[src/rtl/naive_bus_fifo_slave_if.sv]
// naive_bus: split read/write request-grant bus between a master and a register slave
interface naive_bus;
  logic        rd_req;
  logic        rd_gnt;
  logic [31:0] rd_addr;
  logic [3:0]  rd_be;
  logic [31:0] rd_data;
  logic        wr_req;
  logic        wr_gnt;
  logic [31:0] wr_addr;
  logic [3:0]  wr_be;
  logic [31:0] wr_data;
  modport master (
    output rd_req, rd_addr, rd_be, wr_req, wr_addr, wr_be, wr_data,
    input  rd_gnt, rd_data, wr_gnt
  );
  modport slave (
    input  rd_req, rd_addr, rd_be, wr_req, wr_addr, wr_be, wr_data,
    output rd_gnt, rd_data, wr_gnt
  );
endinterface

[src/rtl/naive_bus_fifo_slave.sv]
// naive_bus_fifo_slave: memory-mapped FIFO with status, control, threshold and level interrupt
module naive_bus_fifo_slave #(
  parameter int DEPTH = 16
) (
  input  logic     clk,
  input  logic     rst,
  naive_bus.slave  bus_slave,
  output logic     irq
);
  localparam int AW = $clog2(DEPTH);
  logic [31:0] mem [DEPTH];
  logic [AW-1:0] rp, wp;
  logic [AW:0] count, count_nxt;
  logic ovf, udf;
  logic [7:0] thresh;
  logic [31:0] rdata, rd_val, status, wmask;
  logic [1:0] rsel, wsel;
  logic empty, full, wr_gnt, pop, push, rd_under, wr_over, ctrl_wr, flush, clr, thresh_wr;
  logic unused_ok;
  assign unused_ok = &{1'b0, bus_slave.rd_be, bus_slave.rd_addr[31:4], bus_slave.rd_addr[1:0],
                       bus_slave.wr_addr[31:4], bus_slave.wr_addr[1:0]};
  assign rsel = bus_slave.rd_addr[3:2];
  assign wsel = bus_slave.wr_addr[3:2];
  assign empty = count == '0;
  assign full = count == (AW+1)'(DEPTH);
  assign wr_gnt = bus_slave.wr_req & ~bus_slave.rd_req;
  assign bus_slave.rd_gnt = bus_slave.rd_req;
  assign bus_slave.wr_gnt = wr_gnt;
  assign bus_slave.rd_data = rdata;
  assign wmask = {{8{bus_slave.wr_be[3]}}, {8{bus_slave.wr_be[2]}},
                  {8{bus_slave.wr_be[1]}}, {8{bus_slave.wr_be[0]}}};
  assign status = {8'h0, 8'(count), 12'h0, udf, ovf, full, empty};
  // Decode granted accesses into FIFO and register actions
  always_comb begin
    pop = bus_slave.rd_req && rsel == 2'd0 && !empty;
    rd_under = bus_slave.rd_req && rsel == 2'd0 && empty;
    push = wr_gnt && wsel == 2'd0 && !full;
    wr_over = wr_gnt && wsel == 2'd0 && full;
    ctrl_wr = wr_gnt && wsel == 2'd2 && bus_slave.wr_be[0];
    flush = ctrl_wr && bus_slave.wr_data[0];
    clr = ctrl_wr && bus_slave.wr_data[1];
    thresh_wr = wr_gnt && wsel == 2'd3 && bus_slave.wr_be[0];
    count_nxt = flush ? '0 : push ? count + 1'b1 : pop ? count - 1'b1 : count;
    rd_val = rsel == 2'd0 ? (empty ? 32'h0 : mem[rp]) :
             rsel == 2'd1 ? status :
             rsel == 2'd3 ? {24'h0, thresh} : 32'h0;
  end
  // FIFO storage; contents are don't-care after reset or flush
  always_ff @(posedge clk)
    if (push) mem[wp] <= bus_slave.wr_data & wmask;
  // Pointers, count, sticky flags, threshold, read data and interrupt
  always_ff @(posedge clk or posedge rst) begin
    if (rst) begin
      rp <= '0;
      wp <= '0;
      count <= '0;
      ovf <= 1'b0;
      udf <= 1'b0;
      thresh <= 8'h0;
      rdata <= 32'h0;
      irq <= 1'b0;
    end else begin
      rp <= flush ? '0 : pop ? rp + 1'b1 : rp;
      wp <= flush ? '0 : push ? wp + 1'b1 : wp;
      count <= count_nxt;
      ovf <= clr ? 1'b0 : ovf | wr_over;
      udf <= clr ? 1'b0 : udf | rd_under;
      thresh <= thresh_wr ? bus_slave.wr_data[7:0] : thresh;
      rdata <= bus_slave.rd_req ? rd_val : rdata;
      irq <= thresh != 8'h0 && 8'(count) >= thresh;
    end
  end
endmodule

[src/flat_wrapper.sv]
// flat-port wrapper written by rule: the top's interface ports become plain ports
module naive_bus_fifo_slave_flat 
#(
  parameter int DEPTH = 16
)
  (clk, rst, irq, bus_slave_rd_req, bus_slave_rd_addr, bus_slave_rd_be, bus_slave_wr_req, bus_slave_wr_addr, bus_slave_wr_be, bus_slave_wr_data, bus_slave_rd_gnt, bus_slave_rd_data, bus_slave_wr_gnt);
  naive_bus bus_slave_i ();
  input  logic clk;
  input  logic rst;
  output logic irq;
  input wire logic [$bits(bus_slave_i.rd_req)-1:0] bus_slave_rd_req;
  input wire logic [$bits(bus_slave_i.rd_addr)-1:0] bus_slave_rd_addr;
  input wire logic [$bits(bus_slave_i.rd_be)-1:0] bus_slave_rd_be;
  input wire logic [$bits(bus_slave_i.wr_req)-1:0] bus_slave_wr_req;
  input wire logic [$bits(bus_slave_i.wr_addr)-1:0] bus_slave_wr_addr;
  input wire logic [$bits(bus_slave_i.wr_be)-1:0] bus_slave_wr_be;
  input wire logic [$bits(bus_slave_i.wr_data)-1:0] bus_slave_wr_data;
  output wire logic [$bits(bus_slave_i.rd_gnt)-1:0] bus_slave_rd_gnt;
  output wire logic [$bits(bus_slave_i.rd_data)-1:0] bus_slave_rd_data;
  output wire logic [$bits(bus_slave_i.wr_gnt)-1:0] bus_slave_wr_gnt;
  assign bus_slave_i.rd_req = bus_slave_rd_req;
  assign bus_slave_i.rd_addr = bus_slave_rd_addr;
  assign bus_slave_i.rd_be = bus_slave_rd_be;
  assign bus_slave_i.wr_req = bus_slave_wr_req;
  assign bus_slave_i.wr_addr = bus_slave_wr_addr;
  assign bus_slave_i.wr_be = bus_slave_wr_be;
  assign bus_slave_i.wr_data = bus_slave_wr_data;
  assign bus_slave_rd_gnt = bus_slave_i.rd_gnt;
  assign bus_slave_rd_data = bus_slave_i.rd_data;
  assign bus_slave_wr_gnt = bus_slave_i.wr_gnt;
  naive_bus_fifo_slave #(.DEPTH(DEPTH)) u_core (.clk(clk), .rst(rst), .bus_slave(bus_slave_i), .irq(irq));
endmodule
[config.mk]
export PLATFORM = sky130hd
export DESIGN_NAME = naive_bus_fifo_slave_flat
export DESIGN_NICKNAME = d
export VERILOG_FILES = /design/src/rtl/naive_bus_fifo_slave_if.sv /design/src/rtl/naive_bus_fifo_slave.sv /design/src/flat_wrapper.sv
export SDC_FILE = /design/constraint.sdc
export NUM_CORES = 1
export LEC_CHECK = 0
export CORE_ASPECT_RATIO = 1.25
export CORE_MARGIN = 4
export CORE_UTILIZATION = 58
export DETAILED_ROUTE_END_ITERATION = 10
export GPL_TIMING_DRIVEN = 0
export PLACE_DENSITY = 0.81
export SLEW_MARGIN = 25
export SYNTH_ARGS = -nofsm -noshare
export SYNTH_HDL_FRONTEND = slang
export SYNTH_SLANG_ARGS = --single-unit
[constraint.sdc]
create_clock -name clk -period 4.3 [get_ports clk]
set_clock_uncertainty 0.15 [all_clocks]
set_input_delay 0.86 -clock clk [delete_from_list [all_inputs] [get_ports clk]]
set_output_delay 0.86 -clock clk [all_outputs]
set_load 0.01 [all_outputs]
### Word level (Yosys, flattened, before mapping)

Memory sizes are Yosys's and may differ from the RTL's.
Index checks and enable logic that the tools add are counted.

| word-level totals | value |
|---|---|
| memories kept | 1 |
| register bits | 56 |
| memory bits (read-only) | 0 |
| output and inout port bits | 35 |
| bits in latches | 0 |
| RAM bits | 512 |

Memory list:

| name | words | bits a word | rd ports | clocked after Yosys merged registers in | write ports | line | text |
|---|---|---|---|---|---|---|---|
| u_core.mem | 16 | 32 | 1 | 0 | 1 | naive_bus_fifo_slave.sv:11 | `logic [31:0] mem [DEPTH];` |

| cells by class | value |
|---|---|
| shift operators | 0 |
| divide/modulo/power cells | 0 |
| multiplexer cells | 15 |
| reductions and logical operators | 22 |
| $lt $le $gt $ge | 1 |
| bitwise logic cells | 5 |
| equal/unequal tests | 5 |
| add/sub/neg operators | 4 |
| multipliers | 0 |

Operator list:

| operator | number |
|---|---|
| two-way mux 32 bit | 3 |
| bitwise AND 32 bit | 1 |
| two-way mux 4 bit | 4 |
| two-way mux 5 bit | 3 |
| logical AND 1 bit | 13 |
| adder 4 x 1 -> 4 bit (second input constant) | 2 |
| >= comparator 5 x 8 -> 1 bit | 1 |
| two-way mux 8 bit | 1 |
| nonzero test 8 bit | 1 |
| == test 2 bit (second input constant) | 3 |
| adder 5 x 1 -> 5 bit (second input constant) | 1 |
| == test 5 bit (second input constant) | 1 |
| logical NOT 5 bit | 1 |
| subtractor 5 x 1 -> 5 bit (second input constant) | 1 |
| logical NOT 2 bit | 2 |
| two-way mux 1 bit | 4 |
| nonzero test 2 bit | 2 |
| nonzero test 3 bit | 1 |
| == test 2 x 1 -> 1 bit (second input constant) | 1 |
| logical NOT 1 bit | 2 |
| OR 1 bit | 2 |
| bitwise AND 1 bit | 1 |
| NOT 1 bit | 1 |

### Depth between registers and ports, before layout

| logic depth | value |
|---|---|
| word-level depth | 6 |
| gate-level depth with buffers | 9 |
| gate-level depth less buffers | 9 |

### Least setup slack after synthesis

No wires, ideal clock.

| timing | value |
|---|---|
| kind | input to register |
| start | input port bus_slave_rd_req |
| end | memory u_core.mem[4][0], enable pin |
| data arrival time | 2.864 ns |
| library setup time | 0.392 ns |
| stages on the path | 5 |
| path buffers | 0 |
| path slack | 0.894 ns |
| cell sequence | nor4b_1 > a21boi_2 > inv_1 > nor3b_1 > and2_1 |

| on the way | value |
|---|---|
| word-level cells in the longest chain between the ends | 6 |

Ends and longest elaborated chain:

| what | line | text |
|---|---|---|
| from (decl) | flat_wrapper.sv:11 | `input wire logic [$bits(bus_slave_i.rd_req)-1:0] bus_slave_rd_req;` |
| NOT 1 bit | naive_bus_fifo_slave.sv:26 | `assign wr_gnt = bus_slave.wr_req & ~bus_slave.rd_req;` |
| bitwise AND 1 bit | naive_bus_fifo_slave.sv:26 |  |
| logical AND 1 bit (2 in series) | naive_bus_fifo_slave.sv:37 | `push = wr_gnt && wsel == 2'd0 && !full;` |
| two-way mux 1 bit | naive_bus_fifo_slave.sv:50 | `if (push) mem[wp] <= bus_slave.wr_data & wmask;` |
| two-way mux 1 bit (not written as such) | naive_bus_fifo_slave.sv:50 |  |
| to (decl) | naive_bus_fifo_slave.sv:11 |  |

No other way between the ends.

### Final worst setup path

| timing | value |
|---|---|
| start | input port bus_slave_rd_req |
| end | memory u_core.mem[6][17], enable pin |

Same word-level chain as after synthesis.

==> metrics.txt <==
worst vdd ir 0.4221 mV; post-synthesis mux area share 16.52%; share of cells above drive strength 1 22.10%; Final WS setup 0.5392 ns; Worst Path Arrival 3.81 ns; vias 11.46k; Worst-Margin Slew 1.064 ns; Synth Area in XOR/XNOR 0.3944%; power per cell area 583.6 mW/mm^2; area share of fa/ha/maj cells after synthesis 0.8226%; global-route wire length before repair 77,270 um; Yosys warning count 0; Leak 0.008406 uW; total CTS buffers 53; I/O pin count 143; Setup Crit Path Kind in -> reg; initial drt markers 1,276; CTS root buffer clkbuf_16; complex-gate fraction of the synthesized area 2.164%; busiest grt layer met2; final wirelength 52,570 um; Worst path slowest cell nor4b_1; core region area 0.03756 sq mm; area leader, netlist edfxtp_1; routability cong. 0.8067; total congestion overflow 0; dpl hpwl 28,120 um; Slew Viols, Final 0; critical path peak fanout 32; most numerous cell in the Yosys netlist edfxtp_1; max-cap violation count 0; number of vias per cell 6.640; ANT cells 0; Cells after DPL 1,626; die area 0.04150 sq mm; Crit. Startpoint bus_slave_rd_req; Hold Path Class reg -> reg; Sink Count 568; Longest Clk Path Bufs 3; DRT Pass-1 Iters 5; Worst Setup End Kind flip-flop; top_reg_cell synth edfxtp_1; WHS 0.3602 ns; Initial Util 59.12%; # fillers 2,349; Clock Pin Slew Worst Setup and Hold Paths 0.06 ns; Max Freq 0.2659 GHz; Yosys cell types 48; crit path cell chain clkdlybuf4s50_1, nor4b_1, a21boi_2, inv_1, nor3b_1, and2_4; normalized max-slew margin 29.08%; Critical Path RT 4.35 ns; share of the synthesized area in the top cell type 69.23%; fin crit period 3.761 ns; Tot Pwr 14,800 uW; pre-CTS setup slack 0.05076 ns; Remaining DRCs 0; DIE WIDTH 183.0 um; row count 79; Avg Cell Area, Syn 20.91 sq um; ys async rst share 9.859%; Finished Layout Cells 1,726; area growth from synthesis to layout 14.22%; sequential share of the synthesized area 75.54%; Syn Nets 1,184; status completed; Final ANT Viol Nets 0; Chip Height 226.8 um; CTS tree done; Layout Nets 1,317; WL per Instance 30.46 um; final setup fails 0; Worst-Skew Late Latency 0.58 ns; Post-synth EDFFs 512; Cell Area, Synth 0.02221 sq mm; Final Hold Fails 0; H-tree Lvls 2; GRT Util Overall 25.76%; leading post-synthesis cells by cell area edfxtp_1 69%, mux4_2 13%, dfrtp_1 6.3%, mux2i_1 2.5%, and2_1 1.3%; vias in the first global route 12.03k; initial antenna violation count 0; worst r2r src u_core.rp[1]; cells after synthesis 1,062; Startpoint Class primary input; Port Buffer Count 77; Setup Buffers After CTS 0; Synth top cells by count 512 x edfxtp_1, 128 x mux4_2, 56 x dfrtp_1; FF+latch count, synth 568; met2 Use GR 43.51%; GR Layer Usage met3 5.664%; post-synthesis simple-gate area fraction 3.206%; crit-path max cell delay 0.71 ns; Hold Path Origin u_core.bus_slave.rd_data[28]; cts hold-fix bufs 0; largest family of logic cells by synthesized area multiplexers; pin count of the biggest net entering global routing 40; cts repair resizes 0; period utilization 87.46%; met1 usage 32.80%; unrepaired setup endpoints after global routing false
[area by class of cell]
| class | count | area (sq um) | share of cell area, % |
|---|---|---|---|
| flip-flops and latches | 568 | 16780 | 66.14 |
| multi-input cells | 429 | 5172 | 20.39 |
| clock buffers | 81 | 1564 | 6.166 |
| repair buffers | 78 | 798.3 | 3.147 |
| well taps | 486 | 608.1 | 2.397 |
| plain buffers | 55 | 264.0 | 1.041 |
| clock inverters | 19 | 142.6 | 0.5623 |
| inverters | 10 | 40.04 | 0.1578 |
[state kept, by name, indices dropped and copies added, names as in the netlist]
signal                    cells
u_core.bus_slave.rd_data     32
u_core.count                  5
u_core.irq                    1
u_core.mem                  512
u_core.ovf                    1
u_core.rp                     4
u_core.thresh                 8
u_core.udf                    1
u_core.wp                     4
[through the flow]
step | area, sq um | utilization [%] | setup TNS [ns]
after floorplan | 22210 | - | 0
after global routing | 25370 | 67.53 | 0
after detailed placement | 23660 | 62.98 | 0
after global placement | 23590 | 62.79 | -444.28
final | 25370 | 67.53 | 0
after CTS | 25360 | 67.53 | 0
[worst max-delay path, delay by kind of cell]
family | cells | cell delay, ns
compound gates | 1 | 0.38
simple gates | 3 | 1.84
buf+inv | 2 | 0.70
[final timing paths]
path / endpoint / slack (ns) / cells past startpoint
setup / recovery: u_core.mem[6][17] / 0.54 / 6
hold / removal: u_core.bus_slave.rd_data[28] / 0.36 / 2
setup reg to reg: u_core.bus_slave.rd_data[25] / 1.39 / 5
hold reg to reg: u_core.bus_slave.rd_data[28] / 0.36 / 2
max in group asynchronous: u_core.bus_slave.rd_data[10] / 2.98 / 3
min in group asynchronous: u_core.count[4] / 0.44 / 2
[layer usage]
metal  up-vias  routed length, um
li1       4637                  -
met1      5941              18430
met2       730              26990
met3       153               4838
met4         0               2304
met5         -                  0
[layout by cell type (no fill, tap or decap), types with 12 or more instances in the layout]
cell type        synthesis  layout
and2_1                  46      34
buf_2                   19      19
o221ai_1                19      19
mux2_2                  21      21
mux2i_1                 55      55
clkdlybuf4s50_1          0      77
ha_1                    13      13
dfrtp_1                 56      56
clkbuf_16                0      55
mux4_2                 128     128
edfxtp_1               512     512
and2_4                   0      12
nand2_1                 31      31
clkbuf_1                23      39
nor2_1                  24      24
a21oi_1                 16      16
[where the power goes]
group	internal [uW]	switching, uW
Combinational	1800	1960
Clock	2620	1990
Sequential	6240	193
[logic make-up (layout without fill, tap and decap cells)]
family | count (synthesis) | in the layout
compound gates | 69 | 69
xor+xnor | 10 | 10
fa+ha+maj | 14 | 14
buf+inv | 65 | 243
flops | 568 | 568
mux | 204 | 204
simple gates | 132 | 132
Power figures use the tool's default switching activity.
==> RTL edit 1, RTL diff (same flow settings) <==
Register the output `irq` once more, without a reset; this adds one clock of latency there. The other outputs are not delayed to match.
--- a/src/rtl/naive_bus_fifo_slave.sv
+++ b/src/rtl/naive_bus_fifo_slave.sv
@@ -9,4 +9,6 @@
 );
   localparam int AW = $clog2(DEPTH);
+
+  logic irq_s0;
   logic [31:0] mem [DEPTH];
   logic [AW-1:0] rp, wp;
@@ -59,5 +61,5 @@
       thresh <= 8'h0;
       rdata <= 32'h0;
-      irq <= 1'b0;
+      irq_s0 <= 1'b0;
     end else begin
       rp <= flush ? '0 : pop ? rp + 1'b1 : rp;
@@ -68,7 +70,11 @@
       thresh <= thresh_wr ? bus_slave.wr_data[7:0] : thresh;
       rdata <= bus_slave.rd_req ? rd_val : rdata;
-      irq <= thresh != 8'h0 && 8'(count) >= thresh;
+      irq_s0 <= thresh != 8'h0 && 8'(count) >= thresh;
     end
   end
+  always_ff @(posedge clk) begin
+    irq <= irq_s0;
+  end
+
 endmodule
 
Check against the original RTL: not equivalent (a bounded check fails within 4 cycles, from zero or initial values and one cycle with rst high).
==> RTL edit 1 against the original RTL <==
  * Routed wire length shrank 1.4%
  * Critical path depth is 1 higher
  * Worst hold slack worse by 0.16 ns
  * Sequential share of layout area fell by 0.46 points
  * Power fell by 0.53%
  * Cell count up 0.46%
  * Core utilization grew 0.56 points
  * Area after synthesis is 0.19% higher
  * Sequential cell count up 1
  * Setup slack lost 0.25 ns
  * Cell area is 0.82% higher
==> RTL edit 1: results (changes against the original RTL) <==
* Max reg flops at 512 (unchanged)
* CTS Root Cell: clkbuf_16
* Largest cells by area after synthesis: edfxtp_1, mux4_2, dfrtp_1
* M1 WL at 19.32 mm (+4.8%)
* Worst-Skew Late Latency at 0.58 ns (about the same)
* Post CTS Setup Buffer Count at 0 (unchanged)
* Vias in the first global route at 12040 (+0.067%)
* Slowest stage delay, CP at 0.70 ns
* Netlist cell types at 44 (-8.3%)
* GP Congestion at 0.7946 (-1.5%)
* Post-Syn Nets at 1190 (+0.51%)
* Post-DP HPWL at 28.33 mm (+0.74%)
* Sequential fraction of the synthesis area at 75.49% (about the same)
* Top layer in use: met4
* Slowest CP cell: nor4b_1
* Pre-CTS setup slack at -0.1896 ns (-0.2404 ns)
* Placed insts at 1639 (+0.80%)
* Fraction of layout cells with a size suffix above 1 at 22.60% (+0.50 points)
* Min-Delay Path Class: reg2reg
* Worst vdd ir at 352.6 uV (-16%)
* Leakage at 8.430 nW (+0.29%)
* Post-DR wirelength/cell at 29.88 microns (-1.9%)
* Asr flop ratio synth at 9.842% (-0.017 points)
* Pin count of the biggest net entering global routing at 46 (+15%)
* EDFF count, synth at 512 (unchanged)
* First-pass GRT wire length at 77.74 mm (+0.60%)
* Routed wire length on met2 at 26.84 mm (-0.54%)
* Critical Path AT at 4.13 ns (+0.32 ns)
* Hold depth at 0 (-2)
* Gr usage total at 25.51% (-0.24 points)
* Ant diodes at 0 (unchanged)
* Via count at 11360 (-0.86%)
* Slew @ Worst Pin at 1.069 ns (+0.004679 ns)
* Largest Register: u_core.mem
* CP Max Fanout at 17 (-47%)
* Fin nets at 1329 (+0.91%)
* Initial DRC Count at 1415 (+11%)
* Status: finished, final reports clean
* Clock transition at path regs at 0.06 ns (about the same)
* Non-Filler Instances at 1734 (+0.46%)
* FF-to-FF path depth at 5 (unchanged)
* H-tree levels at 2 (unchanged)
* Longest Clk Path Bufs at 3 (unchanged)
* Top post-synthesis cells by count: edfxtp_1, mux4_2, dfrtp_1, mux2i_1, and2_1
* Resize count post-CTS at 0 (unchanged)
* Total iterations of the first detailed-routing run at 5 (unchanged)
* Synth warnings at 0 (unchanged)
* Grt met1 use at 34.13% (+1.3 points)
* Post-synthesis average cell area at 20.83 sq um (-0.38%)
* Net Switching at 4.059 mW (-1.9%)
* Met3 Use GR at 4.171% (-1.5 points)
* Port bufs at 77 (unchanged)
* Met3 Wirelength at 4.104 mm (-15%)
* Initial antenna violation count at 0 (unchanged)
* Num CTS Buffers at 52 (-1.9%)
* Grt met2 use at 44.07% (+0.56 points)
* Critical path's top delay family: simple AND/OR/NAND/NOR gates
* Placed inst area at 0.02388 sq mm (+0.95%)
[RTL edit 1: power groups by stage]
stage | clock (mW) | sequential [mW] | combinational (mW)
detailed placement | 0 | 6.56 | 3.59
CTS | 4.66 | 6.45 | 3.67
global route | 4.90 | 6.47 | 3.89
floorplan | 0 | 6.54 | 2.48
finish | 4.63 | 6.45 | 3.65
global placement | 0 | 6.55 | 3.46
[RTL edit 1: logic make-up (layout without fill, tap and decap cells)]
logic type | count (synthesis) | in the layout | share of synthesized area [%]
xor gates and xnor gates | 7 | 7 | 0.2756
and+or+nand+nor | 135 | 135 | 3.206
AOI/OAI and AO/OA | 73 | 73 | 2.328
DFF | 569 | 569 | 75.49
buffers and inverters | 65 | 245 | 1.338
adders and majority gates | 14 | 14 | 0.8211
muxes | 205 | 205 | 16.54
[RTL edit 1: worst paths after layout]
check                                    startpoint  slack [ns]                                       end
setup / recovery                   bus_slave_rd_req        0.29                u_core.mem[0][4]$_DFFE_PP_
hold / removal              u_core.irq_s0$_DFF_PP0_        0.20                        u_core.irq$_DFF_P_
setup reg to reg           u_core.rp[3]$_DFFE_PP0P_        1.32  u_core.bus_slave.rd_data[21]$_DFFE_PP0P_
hold reg to reg             u_core.irq_s0$_DFF_PP0_        0.20                        u_core.irq$_DFF_P_
max in group asynchronous                       rst        3.02   u_core.bus_slave.rd_data[4]$_DFFE_PP0P_
min in group asynchronous                       rst        0.44  u_core.bus_slave.rd_data[25]$_DFFE_PP0P_
[RTL edit 1: area by class of cell]
class	count	area (sq um)
inverters	11	43.79
clock buffers	72	1448
flip-flops and latches	569	16800
clock inverters	23	244.0
well taps	486	608.1
plain buffers	54	257.7
repair buffers	85	991.0
multi-input cells	434	5186
fillers	2313	11990
==> RTL edit 2, RTL diff (config.mk and constraints unchanged) <==
Without the edit above. `DEPTH` is set to 16 in 2 places; all go to 8.
--- a/src/rtl/naive_bus_fifo_slave.sv
+++ b/src/rtl/naive_bus_fifo_slave.sv
@@ -1,5 +1,5 @@
 // naive_bus_fifo_slave: memory-mapped FIFO with status, control, threshold and level interrupt
 module naive_bus_fifo_slave #(
-  parameter int DEPTH = 16
+  parameter int DEPTH = 8
 ) (
   input  logic     clk,
--- a/src/flat_wrapper.sv
+++ b/src/flat_wrapper.sv
@@ -2,5 +2,5 @@
 module naive_bus_fifo_slave_flat 
 #(
-  parameter int DEPTH = 16
+  parameter int DEPTH = 8
 )
   (clk, rst, irq, bus_slave_rd_req, bus_slave_rd_addr, bus_slave_rd_be, bus_slave_wr_req, bus_slave_wr_addr, bus_slave_wr_be, bus_slave_wr_data, bus_slave_rd_gnt, bus_slave_rd_data, bus_slave_wr_gnt);
Check against the original RTL: same outputs for any inputs over 4 cycles, from zero or initial values and one cycle with rst high; that may be too few to reach the edited logic, so the function may still have changed.
==> RTL edit 2 against the original RTL <==
  * Cell area down 42%
  * Setup slack worse by 0.0055 ns
  * Area after synthesis fell by 45%
  * Clock power is 46% lower
  * Power down 45%
  * Worst hold slack improved by 0.0062 ns
  * Highest routed layer unchanged
  * Sequential cell count is 259 lower
  * Critical endpoint is now u_core.mem[3][19]$_DFFE_PP_
  * Routed wire length shrank 47%
==> RTL edit 2: results (changes against the original RTL) <==
* XOR/XNOR Fraction of Synth Area at 0.4274% (+0.033 points)
* First-pass GRT wire length at 42.38 mm (-45%)
* Worst-Skew Late Latency at 0.55 ns (-0.03 ns)
* H-tree levels at 1 (-1)
* Fraction of layout cells with a size suffix above 1 at 17.63% (-4.5 points)
* Post-synthesis average cell area at 18.19 sq um (-13%)
* Non-Filler Instances at 1102 (-36%)
* Status: finished, final reports clean
* Port bufs at 76 (-1.3%)
* Routed wire length on met2 at 14.82 mm (-45%)
* Filler cell count at 1271 (-46%)
* Clock buf/inv share at 6.257% (-0.47 points)
* Clock power share at 30.6% (-0.5 points)
* Longest Clk Path Bufs at 3 (unchanged)
* Met3 Wirelength at 1.927 mm (-60%)
* FF-to-FF path depth at 7 (+2)
* Hold slack at 0.3664 ns (+0.006230 ns)
* Layout non-clock buf frac at 8.467% (+4.3 points)
* Largest cells by area after synthesis: edfxtp_1, dfrtp_1, mux4_2
* Max reg flops at 256 (-50%)
* Synth Area in Compound Gates at 4.641% (+2.5 points)
* Seq area share at 61.24% (-4.9 points)
* Worst r2r src: u_core.count[1]$_DFFE_PP0P_
* Asr flop ratio synth at 17.15% (+7.3 points)
* Post-DP HPWL at 18.13 mm (-36%)
* Hold Path Origin: u_core.bus_slave.rd_data[5]$_DFFE_PP0P_
* Crit Reg-Reg Endpoint: u_core.mem[3][19]$_DFFE_PP_
* Pwr Total at 8.159 mW (-45%)
* Total iterations of the first detailed-routing run at 5 (unchanged)
* Slowest stage delay, CP at 0.74 ns (+0.03 ns)
* Core Area at 0.02082 sq mm (-45%)
* Inverters excl. clock at 12 (+2)
* Final critical delay including setup and external delays at 3.766 ns (+0.005478 ns)
* Pre-CTS setup slack at 0.03800 ns (-0.01276 ns)
* Post-Syn Nets at 793 (-33%)
* Gr usage total at 23.74% (-2.0 points)
* Synth Area in Adders at 0.9770% (+0.15 points)
* Mux contribution to synthesized area at 12.54% (-4.0 points)
* Pin count of the biggest net entering global routing at 43 (+7.5%)
* P per Cell Area at 554.4 mW/mm^2 (-5.0%)
* Sequential fraction of the synthesis area at 73.32% (-2.2 points)
* Worst vdd ir at 380.1 uV (-9.9%)
* GP Congestion at 0.7836 (-2.9%)
* Fin nets at 923 (-30%)
* Setup slack, reg-to-reg at 1.09 ns (-0.30 ns)
* M1 WL at 10.29 mm (-44%)
* Setup crit start: bus_slave_wr_addr[2]
* Vias in the first global route at 7287 (-39%)
* Critical Path AT at 3.86 ns (+0.05 ns)
* Post-DR wirelength/cell at 25.40 microns (-17%)
* Cell Int Power at 5.848 mW (-45%)
* Placed inst area at 0.01380 sq mm (-42%)
* Slew margin rel. at 37.09% (+8.0 points)
* Initial DRC Count at 592 (-54%)
* Top post-synthesis cells by count: edfxtp_1, mux2i_1, dfrtp_1, mux4_2, and2_1
* EDFF count, synth at 256 (-50%)
* Num CTS Buffers at 29 (-45%)
* Leakage at 5.196 nW (-38%)
[RTL edit 2: changes by cell type after synthesis, sizes merged, moves of 12 or more]
cell and change:
a22oi +24, mux2 -13, nor2b +19, o221ai -15, buf -14, edfxtp -256
and2 -12, nand3 +12, nand2 -15, mux4 -88, a221o +18
[RTL edit 2: how the worst min path moves through the flow]
stage                                                    endpoint
final                     u_core.bus_slave.rd_data[5]$_DFFE_PP0P_
after global routing      u_core.bus_slave.rd_data[6]$_DFFE_PP0P_
after CTS                 u_core.bus_slave.rd_data[5]$_DFFE_PP0P_
after detailed placement  u_core.bus_slave.rd_data[5]$_DFFE_PP0P_
after global placement    u_core.bus_slave.rd_data[5]$_DFFE_PP0P_
after floorplan                              u_core.ovf$_DFF_PP0_
[RTL edit 2: metal layers]
metal  vias to the layer above  track usage [%]
met4                         0            9.411
met5                         -                0
met3                        68            3.802
met2                       337            42.25
li1                       2934                -
met1                      3491            29.53
